### config.mk
export PLATFORM = sky130hd
export DESIGN_NAME = pipeline_run_ctrl
export DESIGN_NICKNAME = d
export VERILOG_FILES = /design/src/rtl/dbg_pkg.sv /design/src/rtl/dbg_bp_table.sv /design/src/rtl/pipeline_run_ctrl.sv
export SDC_FILE = /design/constraint.sdc
export NUM_CORES = 1
export LEC_CHECK = 0
export BUFFER_PORTS_ARGS = -buffer_cell sky130_fd_sc_hd__buf_2
export CORE_MARGIN = 10
export CORE_UTILIZATION = 40
export CTS_CLUSTER_SIZE = 12
export DETAILED_ROUTE_END_ITERATION = 16
export HOLD_SLACK_MARGIN = 0.05
export PLACE_DENSITY = 0.6
export SLEW_MARGIN = 5
export SYNTH_ARGS = -nofsm -noshare
export SYNTH_HDL_FRONTEND = slang
export SYNTH_SLANG_ARGS = --single-unit
### constraint.sdc
create_clock -name i_clk -period 12 [get_ports i_clk]
set_input_delay 2.4 -clock i_clk [delete_from_list [all_inputs] [get_ports i_clk]]
set_output_delay 2.4 -clock i_clk [all_outputs]
set_load 0.1 [all_outputs]
### src/rtl/dbg_pkg.sv
// Shared types and helpers for the pipeline run-control block.
package dbg_pkg;

    typedef enum logic [1:0] {
        RUN    = 2'd0,
        DRAIN  = 2'd1,
        HALTED = 2'd2,
        STEP   = 2'd3
    } run_state_e;

    localparam int unsigned DRAIN_CYC_DEF = 4;

    typedef struct packed {
        logic        valid;
        logic [29:0] addr;
    } bp_entry_t;

    // Index width that stays at least one bit for single-entry configurations.
    function automatic int unsigned idx_w(input int unsigned n);
        return (n > 1) ? $clog2(n) : 1;
    endfunction

endpackage

### src/rtl/dbg_bp_table.sv
// PC breakpoint register file with per-entry comparators; the lowest matching index wins.
module dbg_bp_table import dbg_pkg::*; #(
    parameter int unsigned NUM_BP = 4
) (
    input  logic                        i_clk,
    input  logic                        i_rst,
    input  logic                        i_wr_en,
    input  logic [idx_w(NUM_BP)-1:0]    i_wr_idx,
    input  logic [29:0]                 i_wr_addr,
    input  logic                        i_wr_valid,
    input  logic [29:0]                 i_pc,
    output logic                        o_match,
    output logic [idx_w(NUM_BP)-1:0]    o_idx
);

    localparam int unsigned IDX_W = idx_w(NUM_BP);

    bp_entry_t entries [NUM_BP];

    always_ff @(posedge i_clk or posedge i_rst) begin
        if (i_rst) begin
            for (int unsigned i = 0; i < NUM_BP; i++) begin
                entries[i] <= '0;
            end
        end else begin
            for (int unsigned i = 0; i < NUM_BP; i++) begin
                if (i_wr_en && (i_wr_idx == IDX_W'(i))) begin
                    entries[i] <= '{valid: i_wr_valid, addr: i_wr_addr};
                end
            end
        end
    end

    always_comb begin
        logic found;
        found   = 1'b0;
        o_idx   = '0;
        for (int unsigned i = 0; i < NUM_BP; i++) begin
            if (!found && entries[i].valid && (entries[i].addr == i_pc)) begin
                found = 1'b1;
                o_idx = IDX_W'(i);
            end
        end
        o_match = found;
    end

endmodule

### src/rtl/pipeline_run_ctrl.sv
// Run-control sequencer: halt, resume, single-step and PC breakpoints for the 5-stage pipeline,
// plus a saturating retired-instruction counter.
module pipeline_run_ctrl import dbg_pkg::*; #(
    parameter int unsigned NUM_BP    = 4,
    parameter int unsigned DRAIN_CYC = DRAIN_CYC_DEF,
    parameter int unsigned CNT_W     = 32
) (
    input  logic                        i_clk,
    input  logic                        i_rst,
    input  logic                        i_halt_req,
    input  logic                        i_resume_req,
    input  logic                        i_step_req,
    input  logic                        i_bp_wr_en,
    input  logic [idx_w(NUM_BP)-1:0]    i_bp_wr_idx,
    input  logic [31:0]                 i_bp_wr_addr,
    input  logic                        i_bp_wr_valid,
    input  logic [31:0]                 i_pc_f,
    input  logic                        i_stall_f,
    input  logic                        i_insn_vld,
    input  logic                        i_cnt_clr,
    output logic                        o_hold_f,
    output logic                        o_bubble_d,
    output logic                        o_halted,
    output logic [1:0]                  o_state,
    output logic                        o_bp_hit,
    output logic [idx_w(NUM_BP)-1:0]    o_bp_idx,
    output logic                        o_step_done,
    output logic [CNT_W-1:0]            o_retired_cnt
);

    localparam int unsigned IDX_W = idx_w(NUM_BP);
    localparam int unsigned DW    = idx_w(DRAIN_CYC);
    localparam logic [DW-1:0] DRAIN_LOAD = DW'(DRAIN_CYC - 1);

    run_state_e         state, state_nxt;
    logic [DW-1:0]      drain_cnt, drain_cnt_nxt;
    logic               skip, step_pending, bp_hit, step_done;
    logic [IDX_W-1:0]   bp_idx;
    logic [CNT_W-1:0]   retired;

    logic               raw_match, bp_match, trigger, leave_halt, step_accept, drain_done;
    logic [IDX_W-1:0]   raw_idx;
    logic               unused_addr_bits;

    assign unused_addr_bits = ^{i_bp_wr_addr[1:0], i_pc_f[1:0]};

    dbg_bp_table #(
        .NUM_BP (NUM_BP)
    ) u_bp_table (
        .i_clk      (i_clk),
        .i_rst      (i_rst),
        .i_wr_en    (i_bp_wr_en),
        .i_wr_idx   (i_bp_wr_idx),
        .i_wr_addr  (i_bp_wr_addr[31:2]),
        .i_wr_valid (i_bp_wr_valid),
        .i_pc       (i_pc_f[31:2]),
        .o_match    (raw_match),
        .o_idx      (raw_idx)
    );

    assign bp_match = raw_match && !skip;

    // The trigger cycle already counts as the first drain cycle, so DRAIN exits on the
    // cycle the counter would reach zero and HALTED starts DRAIN_CYC cycles after trigger.
    assign drain_done = (state == DRAIN) && (drain_cnt <= DW'(1));

    always_comb begin
        state_nxt     = state;
        drain_cnt_nxt = drain_cnt;
        o_hold_f      = 1'b0;
        o_bubble_d    = 1'b0;
        trigger       = 1'b0;
        leave_halt    = 1'b0;
        step_accept   = 1'b0;
        case (state)
            RUN: begin
                trigger = i_halt_req || bp_match;
                if (trigger) begin
                    o_hold_f      = 1'b1;
                    o_bubble_d    = 1'b1;
                    state_nxt     = DRAIN;
                    drain_cnt_nxt = DRAIN_LOAD;
                end
            end
            DRAIN: begin
                o_hold_f   = 1'b1;
                o_bubble_d = 1'b1;
                if (drain_done) begin
                    state_nxt = HALTED;
                end else begin
                    drain_cnt_nxt = drain_cnt - DW'(1);
                end
            end
            HALTED: begin
                o_hold_f   = 1'b1;
                o_bubble_d = 1'b1;
                if (i_step_req) begin
                    state_nxt  = STEP;
                    leave_halt = 1'b1;
                end else if (i_resume_req) begin
                    state_nxt  = RUN;
                    leave_halt = 1'b1;
                end
            end
            STEP: begin
                if (!i_stall_f) begin
                    step_accept   = 1'b1;
                    state_nxt     = DRAIN;
                    drain_cnt_nxt = DRAIN_LOAD;
                end
            end
            default: state_nxt = RUN;
        endcase
    end

    always_ff @(posedge i_clk or posedge i_rst) begin
        if (i_rst) begin
            state        <= RUN;
            drain_cnt    <= '0;
            skip         <= 1'b0;
            step_pending <= 1'b0;
            step_done    <= 1'b0;
            bp_hit       <= 1'b0;
            bp_idx       <= '0;
        end else begin
            state     <= state_nxt;
            drain_cnt <= drain_cnt_nxt;
            step_done <= drain_done && step_pending;

            if (step_accept) begin
                step_pending <= 1'b1;
            end else if (drain_done) begin
                step_pending <= 1'b0;
            end

            if (leave_halt) begin
                bp_hit <= 1'b0;
            end else if (trigger && bp_match) begin
                bp_hit <= 1'b1;
                bp_idx <= raw_idx;
            end

            // Skip stays armed until the breakpoint PC has actually been fetched once.
            if (leave_halt) begin
                skip <= 1'b1;
            end else if ((state == RUN) && !i_stall_f) begin
                skip <= 1'b0;
            end
        end
    end

    always_ff @(posedge i_clk or posedge i_rst) begin
        if (i_rst) begin
            retired <= '0;
        end else if (i_cnt_clr) begin
            retired <= '0;
        end else if (i_insn_vld && (retired != '1)) begin
            retired <= retired + CNT_W'(1);
        end
    end

    assign o_state       = state;
    assign o_halted      = (state == HALTED);
    assign o_bp_hit      = bp_hit;
    assign o_bp_idx      = bp_idx;
    assign o_step_done   = step_done;
    assign o_retired_cnt = retired;

endmodule

==> results of run 1 <==
## state kept, by name (all words and copies together), names as in the netlist
name and flops:
o_bp_idx 2, u_bp_table.entries 124, o_state 2, o_step_done 1, o_retired_cnt 32, step_pending 1
drain_cnt 2, o_bp_hit 1, skip 1
## worst min-delay path: cells and delay by family, from the launching register on
family          cells  cell delay [ns]
flops               1             0.34
compound gates      1             0.06
simple gates        1             0.05
## layout make-up
type                            instances  area (um2)
Antenna cell                            4       10.01
Tap cell                              270       337.8
Multi-Input combinational cell        462        3864
Sequential cell                       166        4154
Inverter                               10       42.54
Fill cell                            1852       10590
Clock buffer                           21       470.5
Timing Repair Buffer                  117       598.1
Clock inverter                         11       100.1
## layer usage
| metal | global-route usage (%) | routed length, um |
|---|---|---|
| met3 | 5.991 | 1430 |
| met1 | 19.71 | 9182 |
| met5 | 0 | 30 |
| met2 | 26.29 | 10140 |
| met4 | 5.041 | 380 |
## through the flow
step | std cells | instance area (um2)
final | 1061 | 9577
after global routing | 1057 | 9567
after CTS | 1057 | 9567
after detailed placement | 1025 | 8996
after global placement | 1025 | 8996
after floorplan | 664 | 8159
## cell families (layout without fill, tap and decap cells)
family | count (synthesis) | count (layout) | share of synthesized area [%]
compound gates | 29 | 29 | 2.377
simple gates | 150 | 150 | 10.23
flops | 166 | 166 | 50.91
other cells | 0 | 4 | 0
mux | 130 | 130 | 17.90
fa+ha+maj | 8 | 8 | 1.227
buf+inv | 36 | 159 | 1.794
xor+xnor | 145 | 145 | 15.57
## power groups by stage
stage                     logic (mW)  registers [mW]  clock network [mW]
final                          0.415           0.713               0.528
after global routing           0.450           0.724               0.564
after CTS                      0.421           0.713               0.538
after detailed placement       0.418           0.723                   0
after global placement         0.409           0.717                   0
after floorplan                0.292           0.739                   0
## cells in the mapped netlist, types with 2 or more instances
master	n	area share, %
a21oi_1	9	0.55
and2_1	3	0.23
and3_1	11	0.84
and4_1	5	0.54
buf_1	9	0.41
buf_2	6	0.37
clkbuf_1	10	0.46
dfrtp_1	166	51
ha_1	8	1.2
inv_1	10	0.46
mux2_1	3	0.41
mux2_2	124	17
mux2i_1	3	0.37
nand2_1	21	0.97
nand2b_1	4	0.31
nand3_1	10	0.61
nand3b_1	2	0.18
nand4_1	37	2.8
nor2_1	28	1.3
nor2b_1	2	0.15
nor3_1	3	0.18
nor4_1	16	1.2
o21ai_0	5	0.31
o21ai_1	5	0.31
o21ai_2	2	0.21
or3_1	5	0.38
xnor2_1	82	8.8
xor2_1	63	6.8
## worst paths after layout
| check | to | slack (ns) | cells after the start |
|---|---|---|---|
| max | o_hold_f | 4.47 | 9 |
| min | step_pending$_DFFE_PP0P_ | 0.48 | 2 |
| max reg2reg | o_state[0]$_DFFE_PP0P_ | 9.22 | 7 |
| min reg2reg | step_pending$_DFFE_PP0P_ | 0.48 | 2 |
| max in group asynchronous | u_bp_table.entries[0]$_DFFE_PP0P_ | 8.36 | 3 |
| min in group asynchronous | o_retired_cnt[9]$_DFFE_PP0P_ | 2.13 | 2 |
==> insert_results.sql, run 1 <==
INSERT INTO impl_metrics (metric_group, metric, value, unit) VALUES
('yosys', 'synth.distinct_cells', '40', ''),
('global_routing', 'overflow', '0', ''),
('placed_design', 'preCtsSetupSlack', '4.487', 'ns'),
('worst_setup_path', 'crit_path_start', 'i_pc_f[21]', ''),
('worst_setup_path', 'worst_setup_path_end_kind', 'output pin', ''),
('power', 'power.density', '172.9', 'nW/um2'),
('global_routing', 'track_usage', '16.23', '%'),
('outcome', 'outcome', 'finished, final reports clean', ''),
('global_routing', 'grt_start_max_net_pins', '91', ''),
('detailed_routing', 'antenna_violating_nets_post_route', '0', ''),
('sta', 'post-route-worst-setup-slack', '4.468', 'ns'),
('worst_setup_path', 'crit_path_top_delay_cell', 'xnor2_1', ''),
('yosys', 'synth_enable_flop_cells', '0', ''),
('clock_network', 'clk_path_buf_depth', '2', ''),
('flow_run', 'drv.max_cap_violation_count', '0', ''),
('power', 'worst_ir_drop_on_vdd', '104.3', 'uV'),
('sta', 'finalHoldWorstSlack', '0.4764', 'ns'),
('power', 'post-layout-total-power', '1.656', 'mW'),
('detailed_routing', 'drt_pass1_iterations', '4', ''),
('worst_setup_path', 'worstPathBufferInverterCount', '2', ''),
('global_routing', 'first_global_vias', '5933', ''),
('clock_network', 'tritoncts', 'done', ''),
('floorplan', 'rows', '52', ''),
('worst_setup_path', 'cp_slowest_stage_delay', '0.47', 'ns'),
('floorplan', 'core_area', '20170', 'um2'),
('floorplan', 'design.portCount', '117', ''),
('clock_network', 'cts_max_level', '4', ''),
('sta', 'hold_violation_count_in_the_final_report', '0', ''),
('yosys', 'synth_warnings', '0', ''),
('worst_setup_path', 'worst_ep_arrival_time', '5.13', 'ns'),
('clock_network', 'clk_latency', '0.43', 'ns'),
('worst_setup_path', 'critical_path_fanouts_max', '5', ''),
('layout', 'layout.cells.most_common_list', 'dfrtp_1 (166), mux2_2 (124), buf_2 (112), xnor2_1 (82), xor2_1 (63)', ''),
('power', 'netSwitchingPower', '537.8', 'uW'),
('power', 'leakage', '4.194', 'nW'),
('clock_network', 'tritoncts_num_sinks', '166', ''),
('sta', 'worst_tran_pin_value', '1.159', 'ns'),
('global_routing', 'grt_antenna_before_repair', '7', ''),
('layout', 'final_nets', '858', ''),
('layout', 'layout-area-overhead-vs-synth', '17.37', '%'),
('sta', 'maxClockFrequency', '132.8', 'MHz'),
('power', 'power.clock.fraction', '31.9', '%'),
('clock_network', 'cts_root_buf', 'clkbuf_16', ''),
('clock_network', 'numCtsBuffers', '17', ''),
('clock_network', 'cts_repair_resize_count', '0', ''),
('detailed_routing', 'route.detailed.wl_per_inst', '19.95', 'um'),
('layout', 'mostFrequentLayoutCell', 'dfrtp_1', ''),
('yosys', 'async_reset_ff_share', '100.0', '%'),
('yosys', 'yosys_register_bits', '166', ''),
('floorplan', 'die-area', '26510', 'um2'),
('sta', 'timing_max_transition_violations_final', '0', ''),
('yosys', 'postSynthAreaPerCell', '12.29', 'um2'),
('yosys', 'synthesis.nets', '748', ''),
('layout', 'final_core_util', '47.48', '%'),
('worst_setup_path', 'worst_setup_path_start_kind', 'primary input', ''),
('power', 'p_int', '1.118', 'mW'),
('sta', 'skew', '0.007810', 'ns'),
('sta', 'setup_repair_after_global_routing_missed_its_margin', 'false', ''),
('placed_design', 'portBuffers', '112', ''),
('sta', 'timing.slew.headroom', '22.39', '%'),
('placed_design', 'place_congestion', '0.8476', ''),
('floorplan', 'dieWidth', '162.8', 'um'),
('worst_setup_path', 'critPathRequiredTime', '9.60', 'ns'),
('yosys', 'synth-seq-area-share', '50.91', '%'),
('detailed_routing', 'routed_via_density', '5.200', ''),
('clock_network', 'postCtsSetupRepairBufs', '0', ''),
('sta', 'crit_share_post_route', '62.77', '%'),
('power', 'power.share.combinational', '25.1', '%'),
('layout', 'drive_gt1_share', '35.71', '%'),
('global_routing', 'grt_first_pass_wirelength', '33.25', 'mm'),
('power', 'switching_share_of_power', '32.47', '%');
Power figures use the tool's default switching activity.
==> run 2, diff against run 1 <==
- clock period: 12 -> 7.7 ns (I/O delays scaled with it)
==> run 2 against run 1 <==
  * Flip-flop and latch count unchanged
  * Highest routed layer unchanged
  * Final area increased by 0.10%
  * Critical path depth unchanged
  * Critical endpoint unchanged
  * Die area unchanged
  * Register-to-register slack got worse by 4.2 ns
  * Clock-buffer cell count decreased by 3
  * Sequential share of layout area about the same
  * Combinational power increased by 55%
  * Largest cell class unchanged
==> insert_results.sql, run 2 (synthesis gave the netlist of run 1 again) <==
INSERT INTO impl_metrics (metric_group, metric, value, unit) VALUES
('worst_setup_path', 'worstPathBufferInverterCount', '2', ''),
('power', 'netSwitchingPower', '866.6', 'uW'),
('power', 'switching_share_of_power', '33.31', '%'),
('power', 'leakage', '4.207', 'nW'),
('clock_network', 'clk_pin_slew_worst_paths', '0.07', 'ns'),
('worst_setup_path', 'crit_path_top_delay_cell', 'nor4_1', ''),
('outcome', 'outcome', 'finished, final reports clean', ''),
('sta', 'maxClockFrequency', '174.4', 'MHz'),
('layout', 'layout.cells.most_common_list', 'dfrtp_1 (166), mux2_2 (124), buf_2 (112), xnor2_1 (82), xor2_1 (63)', ''),
('floorplan', 'dieHeight', '162.8', 'um'),
('worst_setup_path', 'worst-r2r-cell-count', '7', ''),
('placed_design', 'post-place-cells', '1025', ''),
('sta', 'totalNegativeSetupSlack', '0', 'ns'),
('flow_run', 'drv.max_cap_violation_count', '0', ''),
('global_routing', 'first_global_vias', '6035', ''),
('sta', 'final_period_minus_worst_setup_slack', '5.733', 'ns'),
('sta', 'worst_tran_pin_value', '1.065', 'ns'),
('clock_network', 'cts_root_buf', 'clkbuf_16', ''),
('sta', 'timing_max_transition_violations_final', '0', ''),
('floorplan', 'design.portCount', '117', ''),
('worst_hold_path', 'whs_path_depth', '2', ''),
('power', 'power.share.combinational', '24.8', '%'),
('detailed_routing', 'antenna_violating_nets_post_route', '0', ''),
('floorplan', 'core_area', '20170', 'um2'),
('floorplan', 'die-area', '26510', 'um2'),
('layout', 'final_cells', '1060', ''),
('clock_network', 'tritoncts_num_sinks', '166', ''),
('worst_setup_path', 'cp_top_family', 'simple AND/OR/NAND/NOR gates', ''),
('floorplan', 'dieWidth', '162.8', 'um'),
('worst_setup_path', 'worst_setup_path_start_kind', 'primary input', ''),
('detailed_routing', 'routed-via-count', '5468', ''),
('layout', 'largest_register_ff_count', '124', ''),
('power', 'worst_ir_drop_on_vdd', '155.9', 'uV'),
('power', 'power.clock.fraction', '32.4', '%'),
('power', 'power.density', '271.4', 'nW/um2'),
('worst_setup_path', 'cp_slowest_stage_delay', '0.52', 'ns'),
('global_routing', 'grt_start_max_net_pins', '91', ''),
('global_routing', 'overflow', '0', ''),
('sta', 'skew', '0.01068', 'ns'),
('placed_design', 'portBuffers', '112', ''),
('clock_network', 'numCtsBuffers', '17', ''),
('global_routing', 'track_usage', '16.33', '%'),
('layout', 'mostFrequentLayoutCell', 'dfrtp_1', ''),
('layout', 'layout-area-overhead-vs-synth', '17.50', '%'),
('sta', 'final-setup-viol-count', '0', ''),
('layout', 'top_register', 'u_bp_table.entries', ''),
('global_routing', 'grt_first_pass_wirelength', '33.38', 'mm'),
('worst_setup_path', 'worst_setup_path_end_kind', 'output pin', ''),
('detailed_routing', 'routed_via_density', '5.158', ''),
('worst_setup_path', 'criticalPathCategory', 'primary input to output pin', ''),
('clock_network', 'cts_max_level', '4', ''),
('worst_setup_path', 'worst_ep_arrival_time', '4.19', 'ns'),
('sta', 'setup_repair_after_global_routing_missed_its_margin', 'false', ''),
('layout', 'drive_gt1_share', '35.83', '%'),
('floorplan', 'initial_core_util', '40.45', '%'),
('clock_network', 'cts_repair_resize_count', '0', ''),
('detailed_routing', 'drt_pass1_iterations', '6', ''),
('clock_network', 'clk_path_buf_depth', '2', ''),
('power', 'power.sequential.fraction', '42.8', '%'),
('sta', 'crit_share_post_route', '74.46', '%'),
('worst_setup_path', 'critPathRequiredTime', '6.16', 'ns'),
('layout', 'final_nets', '858', ''),
('power', 'p_int', '1.735', 'mW'),
('detailed_routing', 'drcViolationCount', '0', ''),
('worst_setup_path', 'critical_path_fanouts_max', '5', ''),
('sta', 'hold_violation_count_in_the_final_report', '0', ''),
('worst_setup_path', 'path_cells', 'buf_2 > xnor2_1 > nand4_1 > nor4_1 > nand4_1 > a41oi_2 > nor3_1 > nor3_1 > buf_2', ''),
('global_routing', 'grt_antenna_before_repair', '5', ''),
('detailed_routing', 'detailedRoute.firstIterationViolations', '209', ''),
('detailed_routing', 'route.detailed.wl_per_inst', '20.13', 'um'),
('sta', 'timing.slew.headroom', '28.65', '%'),
('clock_network', 'hold_buffers', '0', ''),
('worst_hold_path', 'min_path_type', 'flip-flop to flip-flop', ''),
('clock_network', 'tritoncts', 'done', ''),
('clock_network', 'postCtsSetupRepairBufs', '0', ''),
('detailed_routing', 'routed_wirelength', '21.34', 'mm'),
('floorplan', 'rows', '52', ''),
('placed_design', 'place_congestion', '0.8468', ''),
('clock_network', 'clk_latency', '0.44', 'ns'),
('worst_setup_path', 'critical_path_depth', '9', ''),
('placed_design', 'place.detailed.hpwl', '15.74', 'mm');
## run 2: changes by cell type in the layout (fill, tap and decap cells not counted), sizes merged
cell	delta
inv	+5
clkbuf	-3
clkinvlp	-3
clkinv	+1
diode	-1
## run 2: worst reg2reg max path: cells and delay by family, from the launching register on
kind,cells,cell delay [ns]
simple gates,4,1.14
compound gates,1,0.41
flops,1,0.39
mux,1,0.32
xor+xnor,1,0.28
## run 2: power by group through the flow
stage                     Sequential (mW)  Clock (mW)  Combinational [mW]
after floorplan                      1.15           0               0.455
after global placement               1.12           0               0.638
after detailed placement             1.13           0               0.651
after CTS                            1.11       0.865               0.655
after global routing                 1.13       0.899               0.695
final                                1.11       0.844               0.645
## run 2: final timing paths
| kind | start | to | slack, ns |
|---|---|---|---|
| hold reg to reg | step_pending$_DFFE_PP0P_ | step_pending$_DFFE_PP0P_ | 0.49 |
| hold / removal | step_pending$_DFFE_PP0P_ | step_pending$_DFFE_PP0P_ | 0.49 |
| setup reg to reg | u_bp_table.entries[57]$_DFFE_PP0P_ | o_bp_idx[0]$_DFFE_PP0P_ | 5.04 |
| setup / recovery | i_pc_f[28] | o_hold_f | 1.97 |
| max in group asynchronous | i_rst | u_bp_table.entries[40]$_DFFE_PP0P_ | 4.93 |
| min in group asynchronous | i_rst | o_retired_cnt[8]$_DFFE_PP0P_ | 1.28 |
## run 2: metal layers
layer  global-route usage [%]  vias up  share of wire, %
li1                         -     2555                 -
met1                    19.12     2783                43
met2                    27.57      107                50
met3                    5.460       21               5.9
met4                    5.369        2               1.7
met5                        0        -             0.056
## run 2: final cells by class
| type | count | area [um2] |
|---|---|---|
| Multi-Input combinational cell | 462 | 3864 |
| Clock buffer | 18 | 439.2 |
| Inverter | 10 | 42.54 |
| Tap cell | 270 | 337.8 |
| Clock inverter | 14 | 143.9 |
| Antenna cell | 3 | 7.507 |
| Sequential cell | 166 | 4154 |
| Timing Repair Buffer | 117 | 598.1 |
| Fill cell | 1865 | 10580 |
## run 2: metrics by stage
stage	setup WS [ns]	total power, mW	hold slack [ns]	utilization (%)	instance area [um2]
finish	1.967	2.602	0.4865	47.53	9587
global route	1.791	2.723	0.5272	47.49	9579
CTS	1.893	2.632	0.4945	47.49	9579
detailed placement	1.924	1.780	0.4809	44.60	8996
global placement	1.955	1.754	0.4727	44.60	8996
floorplan	0.6883	1.607	0.4409	-	8159
